## src/rtl/hamming_pkg.sv

```systemverilog
// Shared definitions for the Hamming(7,4) transmit/receive path.
//   CW_WIDTH    : codeword width (bits per serial frame)
//   DATA_WIDTH  : payload bits per codeword
//   ser_state_e : serializer control state
package hamming_pkg;

  localparam int CW_WIDTH   = 7;
  localparam int DATA_WIDTH = 4;

  typedef enum logic {
    IDLE  = 1'b0,
    SHIFT = 1'b1
  } ser_state_e;

endpackage

```

## src/rtl/bing_to_chuan7.sv

```systemverilog
// Parallel-to-serial converter for Hamming(7,4) codewords.
// Accepts one codeword per valid/ready transfer into a one-word holding
// buffer and shifts it out one bit per clk16 cycle. When the holding buffer
// is already full as the last bit of a frame goes out, the next frame follows
// with no idle cycle in between.
//
// Ports:
//   clk16       in  bit clock, all state on the rising edge
//   rst_n       in  asynchronous reset, active low
//   cw_in       in  parallel codeword from the encoder
//   cw_valid    in  cw_in is valid
//   cw_ready    out holding buffer can accept (transfer = cw_valid & cw_ready)
//   ser_out     out serial bit (registered)
//   ser_valid   out ser_out carries a codeword bit this cycle
//   frame_start out high together with the first bit of every frame
//   busy        out shifter or holding buffer occupied
module bing_to_chuan7 #(
  parameter int   CW_WIDTH   = hamming_pkg::CW_WIDTH,
  parameter bit   MSB_FIRST  = 1'b1,
  parameter logic IDLE_LEVEL = 1'b0
) (
  input  logic                clk16,
  input  logic                rst_n,
  input  logic [CW_WIDTH-1:0] cw_in,
  input  logic                cw_valid,
  output logic                cw_ready,
  output logic                ser_out,
  output logic                ser_valid,
  output logic                frame_start,
  output logic                busy
);

  import hamming_pkg::*;

  localparam int                CNT_W    = $clog2(CW_WIDTH);
  localparam logic [CNT_W-1:0]  CNT_LAST = CNT_W'(CW_WIDTH - 1);

  ser_state_e          state_q, state_d;
  logic [CNT_W-1:0]    cnt_q, cnt_d;
  logic [CW_WIDTH-1:0] shift_q, shift_d;
  logic [CW_WIDTH-1:0] hold_q, hold_d;
  logic                hold_full_q, hold_full_d;
  logic                ser_out_q, ser_out_d;
  logic                ser_valid_q, ser_valid_d;
  logic                frame_start_q, frame_start_d;

  logic last_bit;
  logic load;
  logic xfer;

  // The last bit of the current frame is on ser_out during this cycle.
  assign last_bit = (state_q == SHIFT) && (cnt_q == CNT_LAST);
  assign load     = hold_full_q && ((state_q == IDLE) || last_bit);
  // Ready depends on registered state only, never on cw_valid.
  assign cw_ready = !hold_full_q || load;
  assign xfer     = cw_valid && cw_ready;

  always_comb begin
    // NOTE: every signal gets a default before any branch, so no path through
    // this block leaves a value unassigned and no latch is inferred.
    state_d       = state_q;
    cnt_d         = cnt_q;
    shift_d       = shift_q;
    hold_d        = hold_q;
    hold_full_d   = hold_full_q;
    ser_out_d     = IDLE_LEVEL;
    ser_valid_d   = 1'b0;
    frame_start_d = 1'b0;

    // Holding buffer: a load empties it, a transfer on the same edge refills it.
    if (load) begin
      hold_full_d = 1'b0;
    end
    if (xfer) begin
      hold_d      = cw_in;
      hold_full_d = 1'b1;
    end

    if (load) begin
      state_d       = SHIFT;
      cnt_d         = '0;
      shift_d       = hold_q;
      ser_out_d     = MSB_FIRST ? hold_q[CW_WIDTH-1] : hold_q[0];
      ser_valid_d   = 1'b1;
      frame_start_d = 1'b1;
    end else if ((state_q == SHIFT) && !last_bit) begin
      // The bit currently on ser_out sits at the leading end of shift_q;
      // present its neighbour and move the register one place along.
      cnt_d       = cnt_q + CNT_W'(1);
      ser_out_d   = MSB_FIRST ? shift_q[CW_WIDTH-2] : shift_q[1];
      shift_d     = MSB_FIRST ? (shift_q << 1) : (shift_q >> 1);
      ser_valid_d = 1'b1;
    end else begin
      // Idle, or underrun after the last bit: line returns to its idle level.
      state_d = IDLE;
      cnt_d   = '0;
    end
  end

  // NOTE: sequential state uses non-blocking assignments so every register
  // samples the pre-edge values, independent of statement order.
  always_ff @(posedge clk16 or negedge rst_n) begin
    if (!rst_n) begin
      state_q       <= IDLE;
      cnt_q         <= '0;
      // NOTE: the data registers are cleared as well; they are tiny, and a
      // known value keeps X out of the shifter after a mid-frame reset.
      shift_q       <= '0;
      hold_q        <= '0;
      hold_full_q   <= 1'b0;
      ser_out_q     <= IDLE_LEVEL;
      ser_valid_q   <= 1'b0;
      frame_start_q <= 1'b0;
    end else begin
      state_q       <= state_d;
      cnt_q         <= cnt_d;
      shift_q       <= shift_d;
      hold_q        <= hold_d;
      hold_full_q   <= hold_full_d;
      ser_out_q     <= ser_out_d;
      ser_valid_q   <= ser_valid_d;
      frame_start_q <= frame_start_d;
    end
  end

  assign ser_out     = ser_out_q;
  assign ser_valid   = ser_valid_q;
  assign frame_start = frame_start_q;
  assign busy        = hold_full_q || (state_q == SHIFT);

endmodule

```

## config.mk

```make
export PLATFORM = sky130hd
export DESIGN_NAME = bing_to_chuan7
export DESIGN_NICKNAME = d
export VERILOG_FILES = /design/src/rtl/hamming_pkg.sv /design/src/rtl/bing_to_chuan7.sv
export SDC_FILE = /design/constraint.sdc
export NUM_CORES = 1
export LEC_CHECK = 0
export BUFFER_PORTS_ARGS = -buffer_cell sky130_fd_sc_hd__buf_2
export CORE_UTILIZATION = 56
export DETAILED_ROUTE_END_ITERATION = 10
export PLACE_DENSITY = 0.77
export SYNTH_ARGS = -nofsm -noshare
export SYNTH_HDL_FRONTEND = slang
export SYNTH_SLANG_ARGS = --single-unit
```

## constraint.sdc

```tcl
create_clock -name clk16 -period 4.3 [get_ports clk16]
set_input_delay 0.43 -clock clk16 [delete_from_list [all_inputs] [get_ports clk16]]
set_output_delay 0.43 -clock clk16 [all_outputs]
set_load 0.01 [all_outputs]
```

Word-level counts from Yosys, hierarchy flattened
Cells that the tools add are included.
{"block": "word_totals", "ff_bits": 21, "in_bits": 10, "out_inout_bits": 5, "elab_cells": 36}
{"block": "op_classes", "addsub": 1, "eq_ne": 2, "muxes": 13, "n_bitwise": 1, "n_reduce_logical": 11}
{"op": "$mux 6", "count": 2}
{"op": "$mux 1", "count": 9}
{"op": "$mux 3", "count": 2}
{"op": "$logic_and 1x1->1", "count": 4}
{"op": "$reduce_bool 2->1", "count": 2}
{"op": "$add 3x1->3 const B", "count": 1}
{"op": "$eq 3x3->1 const B", "count": 1}
{"op": "$logic_or 1x1->1", "count": 3}
{"op": "$logic_not 1->1", "count": 2}
{"op": "$ne 2x2->1 const B", "count": 1}
{"op": "$not 1->1", "count": 1}

Longest topological paths before layout
Gate-level depths: netlist (run 1).
{"block": "logic_depth", "depth_word": 7, "depth_mapped": 6, "mapped_depth_nobuf": 5}

Worst setup path after synthesis (run 1)
Ideal clock, no wire load.
{"block": "synth_timing", "kind": "flip-flop to flip-flop", "startpoint": "register cnt_q[0]", "endpoint": "register hold_q[0]", "setup_ps": 125, "arrival_ps": 1299, "required_time_ps": 4175, "slack_ps": 2876, "path_stages_with_launch": 6, "path_buffers": 0, "period_less_slack_ps": 1424, "cell_sequence": "dfrtp_1 -> inv_1 -> ha_1 -> a21boi_4 -> a21boi_4 -> mux2_2"}
{"block": "synth_between", "elab_chain_len": 6}
{"element": "start: declaration", "line_no": "bing_to_chuan7.sv:39", "source": "logic [CNT_W-1:0] cnt_q, cnt_d;"}
{"element": "start signal: assignment", "line_no": "bing_to_chuan7.sv:116", "source": "cnt_q <= cnt_d;"}
{"element": "$eq 3x3->1", "line_no": "bing_to_chuan7.sv:52", "source": "assign last_bit = (state_q == SHIFT) && (cnt_q == CNT_LAST);"}
{"element": "$logic_and 1x1->1", "line_no": "bing_to_chuan7.sv:52"}
{"element": "$logic_or 1x1->1", "line_no": "bing_to_chuan7.sv:53", "source": "assign load = hold_full_q && ((state_q == IDLE) || last_bit);"}
{"element": "$logic_and 1x1->1", "line_no": "bing_to_chuan7.sv:53"}
{"element": "$logic_or 1x1->1", "line_no": "bing_to_chuan7.sv:55", "source": "assign cw_ready = !hold_full_q || load;"}
{"element": "$logic_and 1x1->1", "line_no": "bing_to_chuan7.sv:56", "source": "assign xfer = cw_valid && cw_ready;"}
{"element": "end signal: assignment", "line_no": "bing_to_chuan7.sv:118", "source": "hold_q <= hold_d;"}
{"element": "end: declaration", "line_no": "bing_to_chuan7.sv:41", "source": "logic [CW_WIDTH-1:0] hold_q, hold_d;"}
No other way between the ends.
A chain may end at the register's enable or synchronous reset.

Final worst setup path (run 1)
{"block": "layout_timing", "startpoint": "register cnt_q[0]", "endpoint": "output port cw_ready"}
{"block": "layout_between", "elab_chain_len": 5}
{"element": "$eq 3x3->1", "line_no": "bing_to_chuan7.sv:52"}
{"element": "$logic_and 1x1->1", "line_no": "bing_to_chuan7.sv:52"}
{"element": "$logic_or 1x1->1", "line_no": "bing_to_chuan7.sv:53"}
{"element": "$logic_and 1x1->1", "line_no": "bing_to_chuan7.sv:53"}
{"element": "$logic_or 1x1->1", "line_no": "bing_to_chuan7.sv:55"}
{"element": "end: declaration", "line_no": "bing_to_chuan7.sv:26", "source": "output logic cw_ready,"}
No other way between the ends.

==> flow_summary.toml, run 1 <==
[timing]
fin_worst_skew_ns = 0.00774
timing.slew.headroom = 0.639
hold_violations = 0
period_needed_ns = 2.09
tightestPinTransition_ns = 0.541
drv_slew = 0
holdWs_ns = 0.0603
fin_setup_tns_ns = 0
fmax_mhz = 478
setup-violations-final = 0
rsz0062_at_grt = "false"
final.period_utilization = 0.486

[die]
die-area_um2 = 1700
ios = 15
die_h_um = 41.3
initial_utilization = 0.632
core_region_area_um2 = 1370
die_x_um = 41.3
fp-row-count = 13

[logic_synthesis]
syn_area_um2 = 863
netlist_instances = 67
ys.flop_type = "dfrtp_1"
synth_area_leaders = "dfrtp_1 61%, mux2_2 9.1%, mux2i_1 7.0%, a21boi_4 4.3%, nand2_1 4.3%"
netlist.area_leader.share = 0.609
async_reset_ff_frac = 1.00
yosysMostFrequentCell = "dfrtp_1"
avgSynthCellArea_um2 = 12.9
synth_area_leader_cell = "dfrtp_1"
yosys_warnings = 0
ys_top_cells_by_count = "21 x dfrtp_1, 10 x nand2_1, 7 x mux2_2"
synthDistinctLibCells = 14
synth_nets = 79
synth_edf_count = 0
ys_ff_latch = 21
yosysSeqAreaShare = 0.609

[layout]
diodes = 0
nFillCells = 102
final_nets = 96
drive_gt1_frac = 0.349
syn_to_final_growth_pct = 12.2

[grt]
grt_pass1_vias = 456
grtUsageTotal = 0.190
antenna_found_initial = 0
grt_max_degree = 22
grt_pass1_wl_mm = 2.00
grt_overflow_total = 0

[outcome]
outcome = "finished, final reports clean"

[clock_tree]
cts.reportedPaths.clkPinSlew_ns = 0.11
h-tree-depth = 1
ctsResizeCount = 0
cts_setup_buffers = 0
clk_latency_ns = 0.30
clock_sinks = 21
cts_buffer_depth = 2
cts_root_buf = "clkbuf_4"
cts_tree = "done"
cts_buffers = 3
hold_buffers = 0

[detailed_routing]
vias = 507
antenna_left = 0
drtIter0Drc = 3
drcViolationCount = 0
wl_mm = 1.17
wl_per_cell_um = 11.9
dr.pass1.iters = 3
via_per_inst = 5.17

[worst_hold_path]
hp-class = "primary input to async pin"

[worst_setup_path]
critPathCaptureType = "primary output"
crit_fanout = 18
cp-start-kind = "flip-flop"
arrival_ns = 1.66
crit_type = "flip-flop to primary output"
required_ns = 3.87

[power]
p_int_mw = 0.422
pwr-share-clk = 0.144
peakVddDrop_mv = 0.352
p_comb_frac = 0.325
p_per_area_nw_per_um2 = 648
power.switching_mw = 0.205
pwr-share-seq = 0.531
p_leak_nw = 0.498
swShare = 0.327

[flow_run]
drv_cap = 0

[place]
globalplace.congestion = 0.757
hpwl_um = 791
io_buffers = 14
-- power by group through the flow --
stage | Clock [mW] | Combinational (mW) | Sequential (mW)
2_1_floorplan | 0 | 0.172 | 0.321
3_3_place_gp | 0 | 0.200 | 0.335
3_5_place_dp | 0 | 0.206 | 0.338
4_1_cts | 0.0931 | 0.208 | 0.334
5_1_grt | 0.100 | 0.233 | 0.346
6_report | 0.0906 | 0.204 | 0.333
-- final timing paths --
check,start,to,slack (ns),cells past startpoint
worst max register to register,cnt_q[0],hold_q[3],2.65,5
max in group asynchronous,rst_n,shift_q[3],3.92,1
min in group clk16,cw_valid,hold_full_q,0.34,2
worst min register to register,cnt_q[0],cnt_q[0],0.48,1
worst max-delay path,cnt_q[0],cw_ready,2.21,5
worst min-delay path,rst_n,cnt_q[1],0.06,1
-- registers in the layout, indices dropped and copies added, names as in the netlist --
name and count:
hold_full_q 1, ser_out 1, shift_q 6, cnt_q 3, state_q 1, ser_valid 1
hold_q 7, frame_start 1
-- metrics by stage --
step	power, mW	instances	cell area, um2	worst slack [ns]	utilization
after global placement	0.535	94	942	2.58	0.690
after floorplan	0.493	67	863	2.88	-
after global routing	0.678	98	968	2.04	0.709
final	0.628	98	968	2.21	0.709
after detailed placement	0.544	94	942	2.54	0.690
after CTS	0.635	98	968	2.20	0.709
-- cells in the final DEF (no fill, tap or decap), drive strengths merged --
cell,Yosys,routed
o21ai,6,6
or2,3,3
mux2i,6,6
a21boi,2,2
nor2,4,4
clkbuf,0,4
nand2,10,10
xnor2,1,1
buf,2,14
ha,2,2
nand2b,1,1
inv,1,1
mux2,7,7
dfrtp,21,21
nor2b,1,1
-- critical path, cell delays in order, from the launching register on --
cell and delay (ns):
dfrtp_1 0.39, inv_1 0.05, ha_1 0.23, a21boi_4 0.39
nand2_1 0.13, buf_2 0.17
-- area by class of cell --
class | instances | area [um2] | area share
Sequential cell | 21 | 526 | 0.543
Tap cell | 15 | 18.8 | 0.0194
Multi-Input combinational cell | 43 | 324 | 0.335
Timing Repair Buffer | 14 | 70.1 | 0.0724
Clock buffer | 4 | 26.3 | 0.0271
Inverter | 1 | 3.75 | 0.00388
-- cell families (layout without fill, tap and decap cells) --
logic type      Yosys count  after routing  share of synthesized area
flops                    21             21                      0.609
fa+ha+maj                 2              2                     0.0290
compound gates            8              8                     0.0783
mux                      13             13                      0.161
buf+inv                   3             19                     0.0159
simple gates             19             19                     0.0971
xor+xnor                  1              1                     0.0101
-- routing by layer --
layer,global-route usage,vias to the layer above,part of all wire
li1,-,253,-
met2,0.254,13,0.44
met1,0.270,239,0.51
met4,0.121,0,0.012
met5,0,-,0
met3,0.0489,2,0.038
Power figures use the tool's default switching activity.
==> run 2: changes to the inputs <==
Settings changed: ABC_AREA set to 1, CORE_UTILIZATION 56 to 47, PLACE_DENSITY 0.77 to 0.68.
Clock period 4.3 ns to 1.7 ns, I/O delays scaled along.
==> flow_summary.toml, run 2 <==
[clock_tree]
cts_buffers = 3
cts_tree = "done"
clk_latency_ns = 0.29
h-tree-depth = 1
cts.reportedPaths.clkPinSlew_ns = 0.11
cts_root_buf = "clkbuf_4"
cts_buffer_depth = 2
cts_setup_buffers = 0
ctsResizeCount = 0
clock_sinks = 21

[worst_setup_path]
regToRegSetupSlack_ns = 0.40
r2r_start = "cnt_q[0]"
r2r_cells = 7
path_cells = "inv_1 > ha_1 > nand2_2 > nand3_4 > buf_2"
cp-endpoint = "cw_ready"
required_ns = 1.53
crit_type = "flip-flop to primary output"
critPathTopFamily = "flip-flops"
critical-path-slowest-cell = "dfrtp_1"
crit_fanout = 10
arrival_ns = 1.38
crit_start = "cnt_q[0]"
r2r-end = "shift_q[3]"
crit_cells = 5
cp-start-kind = "flip-flop"
slowest_delay_ns = 0.38
critPathCaptureType = "primary output"
critPathBufInv = 2

[layout]
multi_input_area_um2 = 318
final_nets = 119
fin_util = 0.571
final_common_cell = "nand2_1"
final-instance-count-excl-fill = 131
syn_to_final_growth_pct = 12.4
largest_register_ffs = 7
seq_area_um2 = 526
layout_common_cells = "28 x nand2_1, 23 x nand3_1, 21 x dfrtp_1"
regMostFlops = "hold_q"
nFillCells = 154
drive_gt1_frac = 0.208
diodes = 0
reg_top3 = "hold_q x7, shift_q x6, cnt_q x3"

[detailed_routing]
drcViolationCount = 0
antenna_left = 0
dr.pass1.iters = 4
vias = 621
via_per_inst = 4.74
wl_per_cell_um = 10.6
wl_mm = 1.39
drtIter0Drc = 6

[timing]
fin_ws_ns = 0.152
drv_slew = 0
fin_setup_tns_ns = 0
hold_violations = 0
tightestPinTransition_ns = 0.449
period_needed_ns = 1.55
fmax_mhz = 646
final.period_utilization = 0.911
setup-violations-final = 0
rsz0062_at_grt = "false"
timing.slew.headroom = 0.700
fin_worst_skew_ns = 0.00381
holdWs_ns = 0.104

[logic_synthesis]
yosys_warnings = 0
synthDistinctLibCells = 13
yosysSeqAreaShare = 0.593
synth_edf_count = 0
synth_area_leader_cell = "dfrtp_1"
ys.flop_type = "dfrtp_1"
netlist.area_leader.share = 0.593
synth_area_leaders = "dfrtp_1 59%, nand3_1 13%, nand2_1 12%, ha_1 2.8%, buf_6 2.5%"
yosysMostFrequentCell = "nand2_1"
synth_nets = 102
avgSynthCellArea_um2 = 9.84
async_reset_ff_frac = 1.00
syn_area_um2 = 886
netlist_instances = 90
ys_top_cells_by_count = "28 x nand2_1, 23 x nand3_1, 21 x dfrtp_1"
ys_ff_latch = 21

[die]
ios = 15
die-area_um2 = 2060
die_h_um = 45.4
initial_utilization = 0.508
die_x_um = 45.4
core_region_area_um2 = 1750
fp-row-count = 15

[grt]
grt_pass1_wl_mm = 2.36
grt_max_degree = 22
grt_pass1_vias = 547
antenna_found_initial = 0
grt_overflow_total = 0
grtUsageTotal = 0.166

[power]
peakVddDrop_mv = 0.872
p_per_area_nw_per_um2 = 1640
p_leak_nw = 0.526

[place]
place_inst = 126
globalplace.congestion = 0.820
hpwl_mm = 1.02
io_buffers = 14
detailedPlace.worstSlack_ns = 0.415

[flow_run]
drv_cap = 0

[outcome]
outcome = "finished, final reports clean"

[worst_hold_path]
hold_depth = 3
hp-class = "primary input to flip-flop"
-- run 2: changes by cell type in the layout (fill, tap and decap cells not counted), moves of 3 or more --
cell,before,now
inv_1,1,4
mux2_2,7,0
mux2i_1,6,0
nand2_1,10,28
nand3_1,0,23
o21ai_0,6,0
-- run 2: metrics by stage --
| stage | instance area, um2 | power (mW) |
|---|---|---|
| after floorplan | 886 | 1.29 |
| after CTS | 996 | 1.65 |
| final | 996 | 1.63 |
| after global placement | 960 | 1.39 |
| after detailed placement | 960 | 1.42 |
| after global routing | 996 | 1.79 |
-- run 2: power breakdown --
| group | internal, mW | leakage (nW) | total [mW] | switching, mW |
|---|---|---|---|---|
| logic | 0.210 | 0.251 | 0.570 | 0.360 |
| registers | 0.698 | 0.260 | 0.835 | 0.137 |
| clock network | 0.0911 | 0.0150 | 0.224 | 0.133 |
| total | 0.999 | 0.526 | 1.63 | 0.631 |
-- run 2: how the worst min path moves through the flow --
stage               slack [ns]   endpoint  startpoint
global route              0.08  hold_q[5]    cw_in[5]
floorplan                -0.13   cnt_q[0]       rst_n
global placement          0.14   cnt_q[2]       rst_n
finish                    0.10  hold_q[4]    cw_in[4]
CTS                        0.1  hold_q[4]    cw_in[4]
detailed placement        0.14   cnt_q[2]       rst_n
-- run 2: timing repair --
item                                   4_1_cts  5_1_grt
endpoints found under the hold margin       21        0
hold buffers                                 1        0
setup endpoints to repair                    0        0
-- run 2: cell families after synthesis --
| group | Yosys count | synth area share |
|---|---|---|
| fa+ha+maj | 2 | 0.0282 |
| flops | 21 | 0.593 |
| xor+xnor | 1 | 0.00989 |
| buf+inv | 7 | 0.0480 |
| simple gates | 59 | 0.321 |
-- run 2: layout make-up --
cell class,count,area share
Sequential cell,21,0.528
Multi-Input combinational cell,62,0.319
Timing Repair Buffer,15,0.0804
Tap cell,25,0.0314
Clock buffer,4,0.0264
Inverter,4,0.0151
-- run 2: layer usage --
layer  wire length [um]  up-vias  share of wire  track usage
li1                   -      324              -            -
met3                 36        2          0.026       0.0476
met4                 12        0         0.0086       0.0909
met5                  0        -              0            0
met2                602       14           0.43        0.214
met1                743      281           0.53        0.247
-- run 2: worst reg2reg max path, stage by stage (launching register included) --
cell,delay (ns)
dfrtp_1,0.41
inv_1,0.07
ha_1,0.16
nand2_2,0.09
nand2_4,0.17
inv_1,0.13
nand2_1,0.09
nand3_1,0.08
